`config.mk`:
```
export PLATFORM = sky130hd
export DESIGN_NAME = sc_downcounter_timer
export DESIGN_NICKNAME = d
export VERILOG_FILES = /design/src/rtl/sc_downcounter_pkg.sv /design/src/rtl/sc_prescaler.sv /design/src/rtl/sc_downcounter_timer.sv
export SDC_FILE = /design/constraint.sdc
export NUM_CORES = 1
export LEC_CHECK = 0
export ABC_AREA = 1
export CORE_MARGIN = 3
export CORE_UTILIZATION = 54
export DETAILED_ROUTE_END_ITERATION = 7
export HOLD_SLACK_MARGIN = 0.08
export PLACE_DENSITY = 0.84
export SYNTH_ARGS = -nofsm -noshare
export SYNTH_HDL_FRONTEND = slang
export SYNTH_HIERARCHICAL = 1
export SYNTH_SLANG_ARGS = --single-unit
```
`constraint.sdc`:
```
create_clock -name SC_downCOUNTER_CLOCK_50 -period 3.23 [get_ports SC_downCOUNTER_CLOCK_50]
set_input_delay 0.8075 -clock SC_downCOUNTER_CLOCK_50 [delete_from_list [all_inputs] [get_ports SC_downCOUNTER_CLOCK_50]]
set_output_delay 0.8075 -clock SC_downCOUNTER_CLOCK_50 [all_outputs]
set_load 0.05 [all_outputs]
```
`src/rtl/sc_downcounter_pkg.sv`:
```
// sc_downcounter_pkg: state encodings and sizing helper for the down-counter timer
package sc_downcounter_pkg;

    localparam logic [1:0] IDLE    = 2'b00;
    localparam logic [1:0] RUN     = 2'b01;
    localparam logic [1:0] EXPIRED = 2'b10;

    function automatic int clog2Min1(input int n);
        int r;
        r = 0;
        for (int i = 0; i < 31; i++)
            if ((1 << i) < n) r = i + 1;
        return (r < 1) ? 1 : r;
    endfunction

endpackage

```
`src/rtl/sc_prescaler.sv`:
```
// sc_prescaler: counts enabled cycles 0..PRESCALE-1 and flags the last one as a tick
module sc_prescaler import sc_downcounter_pkg::*; #(
    parameter int PRESCALE = 50
) (
    input  logic clk,
    input  logic rstN,
    input  logic enable,
    input  logic clear,
    output logic tick
);

    localparam int W = clog2Min1(PRESCALE);
    localparam logic [W-1:0] LAST = W'(PRESCALE - 1);

    logic [W-1:0] cnt;

    assign tick = enable && (cnt == LAST);

    // Clear wins; otherwise advance while enabled and wrap on the tick
    always_ff @(posedge clk or negedge rstN) begin
        if (!rstN) cnt <= '0;
        else if (clear) cnt <= '0;
        else if (enable) cnt <= tick ? '0 : cnt + 1'b1;
    end

endmodule

```
`src/rtl/sc_downcounter_timer.sv`:
```
// sc_downcounter_timer: loadable prescaled down-counter with run/pause/expire control
module sc_downcounter_timer import sc_downcounter_pkg::*; #(
    parameter int DATAWIDTH   = 8,
    parameter int PRESCALE    = 50,
    parameter int AUTO_RELOAD = 0
) (
    input  logic                 SC_downCOUNTER_CLOCK_50,
    input  logic                 SC_downCOUNTER_RESET_InLow,
    input  logic                 SC_downCOUNTER_load_InLow,
    input  logic [DATAWIDTH-1:0] SC_downCOUNTER_preset_InBUS,
    input  logic                 SC_downCOUNTER_start_InLow,
    input  logic                 SC_downCOUNTER_pause_InLow,
    output logic [DATAWIDTH-1:0] SC_downCOUNTER_data_OutBUS,
    output logic                 SC_downCOUNTER_zero_Out,
    output logic                 SC_downCOUNTER_tc_Out,
    output logic                 SC_downCOUNTER_busy_Out
);

    logic [1:0]           state;
    logic [DATAWIDTH-1:0] count;
    logic [DATAWIDTH-1:0] reloadValue;
    logic                 tcReg;
    logic                 tick;
    logic                 startOk;

    assign startOk = (state == IDLE) && !SC_downCOUNTER_start_InLow && (count != '0);

    sc_prescaler #(.PRESCALE(PRESCALE)) prescaler (
        .clk    (SC_downCOUNTER_CLOCK_50),
        .rstN   (SC_downCOUNTER_RESET_InLow),
        .enable ((state == RUN) && SC_downCOUNTER_pause_InLow),
        .clear  (!SC_downCOUNTER_load_InLow || startOk),
        .tick   (tick)
    );

    // Load beats start beats tick; the final tick either expires or reloads
    always_ff @(posedge SC_downCOUNTER_CLOCK_50 or negedge SC_downCOUNTER_RESET_InLow) begin
        if (!SC_downCOUNTER_RESET_InLow) begin
            state       <= IDLE;
            count       <= '0;
            reloadValue <= '0;
            tcReg       <= 1'b0;
        end else begin
            tcReg <= 1'b0;
            if (!SC_downCOUNTER_load_InLow) begin
                count       <= SC_downCOUNTER_preset_InBUS;
                reloadValue <= SC_downCOUNTER_preset_InBUS;
                state       <= IDLE;
            end else if (startOk) begin
                state <= RUN;
            end else if (tick) begin
                if (count > DATAWIDTH'(1)) begin
                    count <= count - 1'b1;
                end else begin
                    tcReg <= 1'b1;
                    if (AUTO_RELOAD != 0) begin
                        count <= reloadValue;
                    end else begin
                        count <= '0;
                        state <= EXPIRED;
                    end
                end
            end
        end
    end

    assign SC_downCOUNTER_data_OutBUS = count;
    assign SC_downCOUNTER_zero_Out    = (count == '0);
    assign SC_downCOUNTER_tc_Out      = tcReg;
    assign SC_downCOUNTER_busy_Out    = (state == RUN);

endmodule

```
==> metrics.yaml <==
syn_to_final_growth_pct: 24.1
synth_cells: 170
die-width_um: 52.4
static-leakage-power_nw: 0.723
crit_start: "SC_downCOUNTER_data_OutBUS[0]"
mappedNetlistNets: 188
clock_skew_ns: 0.0103
routed_wl_mm: 2.66
row_count: 16
finalMaxSlewViolations: 0
grt_overflow: 0
crit_buf_inv: 2
clk_pin_slew_ns: 0.11
synth-edff-count: 0
vias_per_cell: 5.03
yosys.area.top_type: "dfrtp_1"
netSwitchingPower_mw: 0.292
cts_buffers: 3
crit_chain: "inv_1 -> ha_1 -> nand2_2 -> nor2_1 -> clkdlybuf4s50_1"
min_period_ns: 2.84
ys_seq_area_share_pct: 36.6
drc: 0
hold_buffers: 0
fin_crit_sh_pct: 88.0
clk_latency_ns: 0.30
p_sw_share_pct: 43.4
r2r-end: "prescaler/cnt[5]"
fill_cells: 174
rsz0062_at_grt: "false"
cts_setup_buffers: 0
wl_per_cell_um: 11.9
grt_first_pass_wirelength_mm: 4.55
hold_viol: 0
path_class: "flop to primary output"
hold_path_end: "SC_downCOUNTER_data_OutBUS[1]"
p_comb_share_pct: 41.9
fin_nets: 215
io_buffers: 23
floorplan.core_area_um2: 2000
r2r_start: "SC_downCOUNTER_data_OutBUS[0]"
synthArstFlopShare_pct: 100
synth-main-ff-cell: "dfrtp_1"
design_area_um2: 1440
ant_nets: 0
die_y_um: 52.4
clock_sinks: 17
ir_drop_v: 0.000300
clkPwrFrac_pct: 17.8
setup_viol: 0
holdPathStages: 2
dr.pass1.iters: 4
synth_top_cells_by_area: "dfrtp_1 (37%), nand2_1 (19%), inv_1 (8.1%)"
max_cap_viol_count: 0
postLayoutCoreUtil_pct: 72.0
clk_path_buf_depth: 2
stdcell_count: 223
status: "finished clean"
hold_start: "SC_downCOUNTER_data_OutBUS[1]"
grt_pass1_vias: 1050
placedCellCount: 219
cp_slowest_cell: "clkdlybuf4s50_1"
avgSynthCellArea_um2: 6.83
dieArea_um2: 2740
ys_ff_latch: 17
power-per-cell-area_nw_per_um2: 467
yosysTopAreaCellShare_pct: 36.6
synth.distinct_cells: 22
n_antenna_cell: 0
syn-cell-area_um2: 1160
drt_iter0_markers: 19
relSlewSlack_pct: 47.0
end_kind: "primary output"
r2r_cells: 11
required_ns: 2.42
yosysMostFrequentCell: "nand2_1"
r2r_slack_ns: 1.43
dr_total_vias: 1122
slowest_delay_ns: 0.81
antenna_found_initial: 0
yosys-top-cells-count: "nand2_1 (60), inv_1 (25), dfrtp_1 (17), nor2_1 (14)"
num_io_pins: 24
initial_utilization_pct: 58.0
seq_power_share_pct: 40.3
layout-drive-gt1-share_pct: 11.2
p_int_mw: 0.381
ctsResizeCount: 0
place_area_um2: 1410
yosys_warnings: 6
worstPathMaxFanout: 5
cp_top_family: "buffers and inverters"
fmax_mhz: 352
grt_max_degree: 18
worst-endpoint-arrival_ns: 2.04
hp-class: "flop to flop"
grt.total_usage_pct: 22.7
htreeDepth: 1
cts-root-buf: "clkbuf_4"
cts_tree: "done"
dp_hpwl_mm: 2.07
total_power_mw: 0.673
max_slew.worst_pin.slew_ns: 0.792
timing.setup.tns_ns: 0
gp_congestion: 0.795
critPathLaunchType: "flop"
[how the worst max path moves through the flow]
stage                               endpoint  slack (ns)  depth (start not counted)
2_1_floorplan        SC_downCOUNTER_zero_Out        0.78                          4
3_3_place_gp   SC_downCOUNTER_data_OutBUS[6]        0.75                         11
3_5_place_dp   SC_downCOUNTER_data_OutBUS[0]        0.70                         11
4_1_cts              SC_downCOUNTER_zero_Out        0.37                          5
5_1_grt              SC_downCOUNTER_zero_Out        0.28                          5
6_report             SC_downCOUNTER_zero_Out        0.39                          5
[power groups by stage]
| stage | Clock [mW] | Combinational (mW) | Sequential, mW |
|---|---|---|---|
| finish | 0.120 | 0.282 | 0.271 |
| global route | 0.133 | 0.310 | 0.276 |
| CTS | 0.123 | 0.284 | 0.271 |
| detailed placement | 0 | 0.282 | 0.275 |
| global placement | 0 | 0.275 | 0.273 |
| floorplan | 0 | 0.138 | 0.325 |
[state kept, by name, summed over array words and instances, names as in the netlist]
register and flops:
SC_downCOUNTER_data_OutBUS 8, state 2, SC_downCOUNTER_tc_Out 1, prescaler/cnt 6
[layer usage]
layer	routed length [um]	track usage (%)	share of wire, %	vias to the layer above
met4	68	9.79	2.6	0
li1	-	-	-	577
met2	1390	40.1	52	26
met5	0	0	0	-
met3	102	3.99	3.8	6
met1	1100	26.4	41	513
[cells by family (layout without fill, tap and decap cells)]
family          Yosys count  count (layout)  synth area share (%)
simple gates             99              99                  37.4
buf+inv                  28              54                  9.91
compound gates           20              20                  9.91
flops                    17              17                  36.6
fa+ha+maj                 5               5                  5.39
xor+xnor                  1               1                 0.754
[layout make-up]
cell class              count  area, um^2  area share (%)
inverters                  27         104            7.20
repair buffers             23         230            16.0
multi-input cells         125         621            43.1
clock buffers               3        22.5            1.56
well taps                  27        33.8            2.34
clock inverters             1        5.00           0.347
flip-flops and latches     17         425            29.5
[worst register-to-register path, delay by kind of cell (launching register included)]
family | cells | cell delay (ns)
flip-flops | 1 | 0.45
AND/OR/NAND/NOR | 5 | 0.59
adder cells (fa/ha/maj) | 1 | 0.17
buffers and inverters | 3 | 0.27
AO/OA/AOI/OAI | 2 | 0.22
[per-stage QoR]
stage	hold slack [ns]	worst slack, ns
2_1_floorplan	0.512	0.782
3_3_place_gp	0.540	0.750
3_5_place_dp	0.528	0.697
4_1_cts	0.562	0.372
5_1_grt	0.606	0.275
6_report	0.561	0.387
[cells in the final DEF (no fill, tap or decap), types with 3 or more instances in the layout]
cell type	instances
a21oi_1	9
nand2_2	6
clkdlybuf4s50_1	23
ha_1	5
inv_1	25
nor2_1	14
nor2_2	4
o21ai_2	3
dfrtp_1	17
clkbuf_4	3
nand3_1	9
o21ai_0	6
nand2_1	60
Power figures use the tool's default switching activity.
